$ cat config.mk
export PLATFORM = sky130hd
export DESIGN_NAME = axi4_burst_slave_mem
export DESIGN_NICKNAME = d
export VERILOG_FILES = /design/src/rtl/axi4_slave_pkg.sv /design/src/rtl/axi_slv_word_ram.sv /design/src/rtl/axi4_burst_slave_mem.sv
export SDC_FILE = /design/constraint.sdc
export NUM_CORES = 2
export LEC_CHECK = 0
export ABC_CLOCK_PERIOD_IN_PS = 6300
export CAP_MARGIN = 20
export CORE_MARGIN = 5
export CORE_UTILIZATION = 45
export DETAILED_ROUTE_END_ITERATION = 12
export PLACE_DENSITY_LB_ADDON = 0.08
export SLEW_MARGIN = 0
export SYNTH_ARGS = -nofsm -noshare
export SYNTH_HDL_FRONTEND = slang
export SYNTH_SLANG_ARGS = --single-unit
export TNS_END_PERCENT = 50
$ cat constraint.sdc
create_clock -name s00_axi_aclk -period 6.3 [get_ports s00_axi_aclk]
set_clock_uncertainty 0.2 [all_clocks]
set_input_delay 1.26 -clock s00_axi_aclk [delete_from_list [all_inputs] [get_ports s00_axi_aclk]]
set_output_delay 1.26 -clock s00_axi_aclk [all_outputs]
set_load 0.005 [all_outputs]
$ cat src/rtl/axi4_slave_pkg.sv
// Shared types and constants for the AXI4 burst slave memory.
package axi4_slave_pkg;

  localparam int MEM_DEPTH_DFLT = 64;
  localparam int MEM_AW         = $clog2(MEM_DEPTH_DFLT);

  typedef enum logic [1:0] {
    RESP_OKAY   = 2'b00,
    RESP_SLVERR = 2'b10
  } resp_t;

  typedef enum logic [1:0] {
    W_IDLE,
    W_DATA,
    W_RESP
  } wr_state_t;

  typedef enum logic {
    R_IDLE,
    R_DATA
  } rd_state_t;

endpackage

$ cat src/rtl/axi_slv_word_ram.sv
// Word array with one byte-enabled write port and one asynchronous read port.
// Contents are deliberately not reset so data survives a bus reset.
module axi_slv_word_ram #(
  parameter int DEPTH = 64,
  parameter int AW    = $clog2(DEPTH)
) (
  input  logic          clk,
  input  logic [3:0]    we,
  input  logic [AW-1:0] waddr,
  input  logic [31:0]   wdata,
  input  logic [AW-1:0] raddr,
  output logic [31:0]   rdata
);

  logic [31:0] mem [DEPTH];

  always_ff @(posedge clk) begin
    for (int b = 0; b < 4; b++) begin
      if (we[b]) mem[waddr][8*b +: 8] <= wdata[8*b +: 8];
    end
  end

  // Read is combinational; a same-edge write is seen by the sampler as the old word.
  assign rdata = mem[raddr];

endmodule

$ cat src/rtl/axi4_burst_slave_mem.sv
// AXI4 INCR-burst slave backed by a word RAM; independent single-outstanding write and read paths.
//
// state  | meaning
// W_IDLE | awready high, waiting for a write burst address
// W_DATA | wready high, accepting beats until the latched beat count expires
// W_RESP | bvalid high, holding the response until bready
// R_IDLE | arready high, waiting for a read burst address
// R_DATA | rvalid high, presenting one word per handshake until the last beat
module axi4_burst_slave_mem
  import axi4_slave_pkg::*;
#(
  parameter int C_S_AXI_DATA_WIDTH = 32,
  parameter int C_S_AXI_ADDR_WIDTH = 32,
  parameter int MEM_DEPTH          = MEM_DEPTH_DFLT
) (
  input  logic                            s00_axi_aclk,
  input  logic                            s00_axi_aresetn,
  input  logic [C_S_AXI_ADDR_WIDTH-1:0]   s00_axi_awaddr,
  input  logic [7:0]                      s00_axi_awlen,
  input  logic                            s00_axi_awvalid,
  output logic                            s00_axi_awready,
  input  logic [C_S_AXI_DATA_WIDTH-1:0]   s00_axi_wdata,
  input  logic [C_S_AXI_DATA_WIDTH/8-1:0] s00_axi_wstrb,
  input  logic                            s00_axi_wlast,
  input  logic                            s00_axi_wvalid,
  output logic                            s00_axi_wready,
  output logic [1:0]                      s00_axi_bresp,
  output logic                            s00_axi_bvalid,
  input  logic                            s00_axi_bready,
  input  logic [C_S_AXI_ADDR_WIDTH-1:0]   s00_axi_araddr,
  input  logic [7:0]                      s00_axi_arlen,
  input  logic                            s00_axi_arvalid,
  output logic                            s00_axi_arready,
  output logic [C_S_AXI_DATA_WIDTH-1:0]   s00_axi_rdata,
  output logic [1:0]                      s00_axi_rresp,
  output logic                            s00_axi_rlast,
  output logic                            s00_axi_rvalid,
  input  logic                            s00_axi_rready
);

  localparam int IDX_W = $clog2(MEM_DEPTH);

  wr_state_t        wr_state, wr_state_nxt;
  rd_state_t        rd_state, rd_state_nxt;
  logic [IDX_W-1:0] wr_idx, rd_idx, ram_raddr;
  logic [7:0]       wr_rem, rd_rem;
  logic             wr_err;
  logic [31:0]      ram_rdata, rd_data_q;
  logic [3:0]       ram_we;
  logic             aw_hs, w_hs, b_hs, ar_hs, r_hs;
  logic             unused_addr_bits;

  // The interconnect decodes the upper bits; byte offset is implied by full-width beats.
  assign unused_addr_bits = ^{s00_axi_awaddr[C_S_AXI_ADDR_WIDTH-1:IDX_W+2], s00_axi_awaddr[1:0],
                              s00_axi_araddr[C_S_AXI_ADDR_WIDTH-1:IDX_W+2], s00_axi_araddr[1:0]};

  assign aw_hs = s00_axi_awvalid && s00_axi_awready;
  assign w_hs  = s00_axi_wvalid  && s00_axi_wready;
  assign b_hs  = s00_axi_bvalid  && s00_axi_bready;
  assign ar_hs = s00_axi_arvalid && s00_axi_arready;
  assign r_hs  = s00_axi_rvalid  && s00_axi_rready;

  always_ff @(posedge s00_axi_aclk or negedge s00_axi_aresetn) begin
    if (!s00_axi_aresetn) wr_state <= W_IDLE;
    else                  wr_state <= wr_state_nxt;
  end

  always_comb begin
    wr_state_nxt    = wr_state;
    s00_axi_awready = 1'b0;
    s00_axi_wready  = 1'b0;
    s00_axi_bvalid  = 1'b0;
    case (wr_state)
      W_IDLE: begin
        s00_axi_awready = 1'b1;
        if (s00_axi_awvalid) wr_state_nxt = W_DATA;
      end
      W_DATA: begin
        s00_axi_wready = 1'b1;
        if (s00_axi_wvalid && wr_rem == 8'd0) wr_state_nxt = W_RESP;
      end
      W_RESP: begin
        s00_axi_bvalid = 1'b1;
        if (s00_axi_bready) wr_state_nxt = W_IDLE;
      end
      default: wr_state_nxt = W_IDLE;
    endcase
  end

  // Beat count alone ends the burst; a misplaced wlast only taints the response.
  always_ff @(posedge s00_axi_aclk or negedge s00_axi_aresetn) begin
    if (!s00_axi_aresetn) begin
      wr_idx <= '0;
      wr_rem <= '0;
      wr_err <= 1'b0;
    end else begin
      if (aw_hs) begin
        wr_idx <= s00_axi_awaddr[IDX_W+1:2];
        wr_rem <= s00_axi_awlen;
      end
      if (w_hs) begin
        wr_idx <= wr_idx + IDX_W'(1);
        wr_rem <= wr_rem - 8'd1;
        if (s00_axi_wlast != (wr_rem == 8'd0)) wr_err <= 1'b1;
      end
      if (b_hs) wr_err <= 1'b0;
    end
  end

  assign ram_we        = w_hs ? s00_axi_wstrb : 4'b0000;
  assign s00_axi_bresp = (s00_axi_bvalid && wr_err) ? RESP_SLVERR : RESP_OKAY;

  always_ff @(posedge s00_axi_aclk or negedge s00_axi_aresetn) begin
    if (!s00_axi_aresetn) rd_state <= R_IDLE;
    else                  rd_state <= rd_state_nxt;
  end

  always_comb begin
    rd_state_nxt    = rd_state;
    s00_axi_arready = 1'b0;
    s00_axi_rvalid  = 1'b0;
    case (rd_state)
      R_IDLE: begin
        s00_axi_arready = 1'b1;
        if (s00_axi_arvalid) rd_state_nxt = R_DATA;
      end
      R_DATA: begin
        s00_axi_rvalid = 1'b1;
        if (s00_axi_rready && rd_rem == 8'd0) rd_state_nxt = R_IDLE;
      end
      default: rd_state_nxt = R_IDLE;
    endcase
  end

  // In R_IDLE the RAM looks at the incoming start index so beat 0 is ready one cycle after AR.
  assign ram_raddr = (rd_state == R_IDLE) ? s00_axi_araddr[IDX_W+1:2] : rd_idx + IDX_W'(1);

  always_ff @(posedge s00_axi_aclk or negedge s00_axi_aresetn) begin
    if (!s00_axi_aresetn) begin
      rd_idx    <= '0;
      rd_rem    <= '0;
      rd_data_q <= '0;
    end else if (ar_hs) begin
      rd_idx    <= s00_axi_araddr[IDX_W+1:2];
      rd_rem    <= s00_axi_arlen;
      rd_data_q <= ram_rdata;
    end else if (r_hs && rd_rem != 8'd0) begin
      rd_idx    <= ram_raddr;
      rd_rem    <= rd_rem - 8'd1;
      rd_data_q <= ram_rdata;
    end
  end

  assign s00_axi_rdata = rd_data_q;
  assign s00_axi_rresp = RESP_OKAY;
  assign s00_axi_rlast = s00_axi_rvalid && (rd_rem == 8'd0);

  axi_slv_word_ram #(
    .DEPTH (MEM_DEPTH),
    .AW    (IDX_W)
  ) u_ram (
    .clk   (s00_axi_aclk),
    .we    (ram_we),
    .waddr (wr_idx),
    .wdata (s00_axi_wdata),
    .raddr (ram_raddr),
    .rdata (ram_rdata)
  );

endmodule

# After elaboration in Yosys (flattened, before gate mapping)
# Memory sizes are Yosys's and may differ from the RTL's.
# Index checks and enable logic that the tools add are counted.
classes:
  n_bitwise: 1
  add_sub_neg: 4
  n_lt_le_gt_ge: 0
  n_div: 0
  mux: 36
  n_shift: 0
  n_eq_ne: 6
  mul: 0
  n_reduce_logical: 20
op_table:
  columns: ["operator", "count"]
  rows:
  - ["$mux 32", 2]
  - ["$mux 8", 4]
  - ["$mux 6", 5]
  - ["$mux 1", 18]
  - ["$logic_not 8->1", 2]
  - ["$sub 8x1->8 const B", 2]
  - ["$add 6x1->6 const B", 2]
  - ["$logic_and 1x1->1", 10]
  - ["$mux 2", 4]
  - ["$reduce_bool 2->1", 4]
  - ["$reduce_bool 8->1", 1]
  - ["$ne 2x2->1 const B", 3]
  - ["$pmux 2 s3", 1]
  - ["$mux 4", 1]
  - ["$reduce_and 3->1", 1]
  - ["$eq 2x1->1 const B", 1]
  - ["$eq 2x2->1 const B", 1]
  - ["$logic_not 2->1", 1]
  - ["$pmux 1 s2", 1]
  - ["$reduce_and 2->1", 1]
  - ["$ne 1x1->1", 1]
  - ["$not 1->1", 1]
word_totals:
  word_cells: 76
  out_inout_bits: 42
  n_memories: 1
  ramBits: 2048
  register_bits: 64
  mem_bits_ro: 0
  latchBits: 0
  inputBits: 124
memory_table:
  columns: ["name", "depth", "word_bits", "rd", "rd_clocked_by_memory_dff", "write_ports", "line_no", "source"]
  rows:
  - ["u_ram.mem", 64, 32, 1, 0, 1, "axi_slv_word_ram.sv:15", "logic [31:0] mem [DEPTH];"]

# Logic depth before layout (Yosys ltp)
depth:
  ltp_word: 6
  mapped_depth: 13
  depth_no_buf: 9

# By module
# Synthesis repeated with hierarchy kept, for this count alone.
hier_totals:
  hier_cells: 4194
  area_unflattened_um2: 84172.0
modules_own_cells:
  columns: ["mod", "instances", "seq_area_each_um2", "area_per_inst_um2", "cells_per_inst"]
  rows:
  - ["axi_slv_word_ram", 1, 61499.0, 80996.4, 3917]
  - ["axi4_burst_slave_mem", 1, 1601.5, 3175.5, 277]

# Worst setup path after synthesis
# No wires, ideal clock.
synth_timing:
  kind: "in2reg"
  from: "input s00_axi_araddr[2]"
  to: "register rd_data_q[0], in the netlist s00_axi_rdata[0]"
  arrival_ns: 3.490
  slack_ns: 2.472
  n_path_buf: 4
  stages: 11
  required_ns: 5.961
  path_cell_list: "buf_2 and2b_1 nor2_4 buf_4 buf_2 buf_2 mux2i_1 mux2i_1 a32oi_1 a31oi_1 or4_1"
synth_via:
  elab_chain_cells: 4
synth_rtl:
  columns: ["element", "line_no", "source"]
  rows:
  - ["start, declared", "axi4_burst_slave_mem.sv:30", "input logic [C_S_AXI_ADDR_WIDTH-1:0] s00_axi_araddr,"]
  - ["$mux 6 *", "axi4_burst_slave_mem.sv:136", "assign ram_raddr = (rd_state == R_IDLE) ? s00_axi_araddr[IDX_W+1:2] : rd_idx + IDX_W'(1);"]
  - ["$mem_v2 64x32 *", null, null]
  - ["$mux 32", "axi4_burst_slave_mem.sv:147", "end else if (r_hs && rd_rem != 8'd0) begin"]
  - ["$mux 32 *", "axi4_burst_slave_mem.sv:143", "end else if (ar_hs) begin"]
  - ["end signal, assigned", "axi4_burst_slave_mem.sv:146", "rd_data_q <= ram_rdata;"]
  - ["end signal, assigned", "axi4_burst_slave_mem.sv:150", "rd_data_q <= ram_rdata;"]
  - ["end, declared", "axi4_burst_slave_mem.sv:48", "logic [31:0] ram_rdata, rd_data_q;"]
# Mark *: on every way between the ends. The rest lies on a longest branch, timed or not. The select of a mux whose other input is x is not followed.
# A chain may end at the register's enable or synchronous reset.

# Worst setup path after layout
layout_timing:
  from: "input s00_axi_araddr[2]"
  to: "register rd_data_q[18], in the netlist s00_axi_rdata[18]"
# The elaborated chain is that of the path after synthesis.

==> flow_metrics.tcl <==
set metrics [dict create \
    place_hpwl_mm 170.1 \
    r2r_slack_ns 1.91 \
    leakage_nw 31.66 \
    first_pass_iters 6 \
    post-route-period-util_pct 70.26 \
    setup_total_negative_slack_ns 0 \
    fin_util_pct 51.42 \
    outcome "finished clean" \
    numPortBuffers 110 \
    reg2reg_depth 8 \
    post_cts_buffers 0 \
    regArea_um2 63100 \
    io_pins 166 \
    peakVddDrop_uv 610.9 \
    layout_common_cells "edfxtp_1 (2048), nand2_1 (933), nand3_1 (365)" \
    wl_met2_mm 125.9 \
    critical_path_required_ns 6.80 \
    cts_root_buf "clkbuf_16" \
    ys_types 77 \
    cts_resized 0 \
    fp.dieW_um 441.2 \
    drc 0 \
    maxSlewViolCount 0 \
    numCtsBuffers 218 \
    clkSinkCount 2112 \
    ys.flop_type "edfxtp_1" \
    wl_met3_mm 23.48 \
    multi_input_area_um2 19200 \
    dpl_cell_area_um2 88280 \
    clock_latency_ns 0.85 \
    drv_cap 0 \
    cp-end-kind "flop" \
    syn-mean-instance-area_um2 16.14 \
    initial_utilization_pct 45.16 \
    design_area_um2 95250 \
    row_count 158 \
    grt_pass1_wl_mm 376.5 \
    crit_type "input pin to flop" \
    gp_routability_congestion 0.8504 \
    nNetsFinal 5538 \
    worstSetupStartpoint "s00_axi_araddr[2]" \
    dieArea_um2 194600 \
    drtIter0Drc 6137 \
    synthArstFlopShare_pct 3.030 \
    synth_warnings 0 \
    setup_viol 0 \
    max_freq_ghz 0.2259 \
    grt_setup_unrepaired "false" \
    critPathMaxFanout 52 \
    slew_headroom_pct 19.28 \
    syn-cell-area_um2 83660 \
    worst_r2r_endpoint "s00_axi_rdata[8]" \
    synth_edf_count 2048 \
    hp-class "input pin to asynchronous set/reset pin" \
    drive_above_1_share_pct 14.70 \
    clk_pin_slew_ns 0.06 \
    core_area_um2 185200 \
    area_growth_pct 13.85 \
    grt_max_degree 83 \
    worst_setup_path_start_kind "input pin" \
    tightest_slew_ns 1.208 \
    r2r_start "rd_idx[0]" \
    fillers 15440 \
    met1_length_mm 110.2 \
    grt_antenna_before_repair 42 \
    avgRoutedWirePerCell_um 33.57 \
    netlist_instances 5183 \
    wirelength_mm 271.6 \
    gr-total-overflow 0 \
    final_common_cell "edfxtp_1" \
    via_count 48900 \
    grt_pass1_vias 47490 \
    finalHoldViolCount 0 \
    synth-seq-cells 2112 \
    via_per_inst 6.043 \
    die-height_um 441.2 \
    clockBufferDepth 3 \
    critical_path_arrival_ns 4.92 \
    ctsHoldBuffers 0 \
    ant_nets 0 \
    cts-htree-levels 4 \
    cts_tree "done" \
    grt_usage_pct 27.75 \
    ys_seq_area_share_pct 75.42 \
    power_density_nw_per_um2 555.9 \
    period_needed_ns 4.426 \
    top_layer "met5" \
]
Yosys cell counts, drive strengths merged, types with 9 or more instances:
| master | count | share of area (%) |
|---|---|---|
| edfxtp | 2048 | 74 |
| nand2 | 939 | 4.2 |
| nand3 | 366 | 2.2 |
| nor2 | 293 | 1.3 |
| mux2i | 278 | 3.3 |
| mux4 | 236 | 6.4 |
| buf | 202 | 1.3 |
| a21oi | 122 | 0.73 |
| clkbuf | 117 | 0.53 |
| a32oi | 83 | 0.87 |
| dfrtp | 64 | 1.9 |
| o22ai | 51 | 0.38 |
| a31oi | 42 | 0.31 |
| nor3 | 40 | 0.25 |
| o21ai | 28 | 0.17 |
| and3 | 25 | 0.19 |
| a22oi | 21 | 0.19 |
| a211o | 20 | 0.21 |
| nand4 | 20 | 0.15 |
| a41oi | 11 | 0.12 |
| a221oi | 10 | 0.10 |
| o211ai | 10 | 0.11 |
| or4 | 10 | 0.094 |
| inv | 9 | 0.040 |
how the worst max path moves through the flow:
stage,endpoint,slack [ns],cells after the start
2_1_floorplan,s00_axi_rdata[0],2.47,11
3_3_place_gp,s00_axi_rdata[5],1.05,10
3_5_place_dp,s00_axi_rdata[5],1.02,10
4_1_cts,s00_axi_rdata[5],1.91,10
5_1_grt,s00_axi_rdata[17],1.73,11
6_report,s00_axi_rdata[18],1.87,10
per-stage QoR:
stage | setup slack, ns | hold slack [ns] | instances | power (mW)
6_report | 1.874 | 0.2451 | 8092 | 52.95
5_1_grt | 1.730 | 0.2333 | 8076 | 54.91
4_1_cts | 1.907 | 0.1985 | 8064 | 52.99
3_5_place_dp | 1.018 | 0.2936 | 7661 | 40.57
3_3_place_gp | 1.053 | 0.2802 | 7659 | 40.47
2_1_floorplan | 2.472 | 0.2586 | 5185 | 30.50
where the power goes:
| part | internal (mW) | switching [mW] |
|---|---|---|
| combinational | 8.25 | 15.9 |
| clock | 7.14 | 5.35 |
| sequential | 15.8 | 0.456 |
| total | 31.2 | 21.7 |
kinds of logic (layout without fill, tap and decap cells):
group | count (synthesis) | after routing | synth area share, %
buffers and inverters | 329 | 735 | 1.854
and+or+nand+nor | 1746 | 1746 | 8.860
DFF | 2112 | 2112 | 75.42
adders and majority gates | 6 | 6 | 0.08973
other | 1 | 24 | 0.004482
xor gates and xnor gates | 10 | 10 | 0.1047
muxes | 519 | 519 | 9.747
AOI/OAI and AO/OA | 460 | 460 | 3.915
registers in the layout (all words and copies together) (netlist names):
register / flops
wr_rem: 8
wr_err: 1
u_ram.mem: 2048
s00_axi_rdata: 32
rd_rem: 8
wr_idx: 6
rd_idx: 6
rd_state: 1
wr_state: 2
final cells by class:
cell class / count / area share (%)
clock inverter: 106 / 0.9484
antenna: 21 / 0.05517
inverter: 10 / 0.03941
sequential: 2112 / 66.25
multi-input combinational: 2744 / 20.16
clock buffer: 297 / 6.204
tap: 2480 / 3.258
timing repair buffer: 322 / 3.091
layer usage:
layer | vias up | track usage, %
li1 | 20520 | -
met1 | 25540 | 38.23
met2 | 2317 | 43.01
met3 | 507 | 6.462
met4 | 16 | 11.17
met5 | - | 0.3970
critical path: stages:
cell	delay, ns
clkdlybuf4s50_1	0.65
and2b_1	0.35
nor2_4	0.16
buf_12	0.24
buf_12	0.27
buf_12	0.34
mux4_2	0.59
o22ai_1	0.27
nor3_1	0.18
or4_1	0.46
No activity file was read; power rests on OpenSTA's default activity.
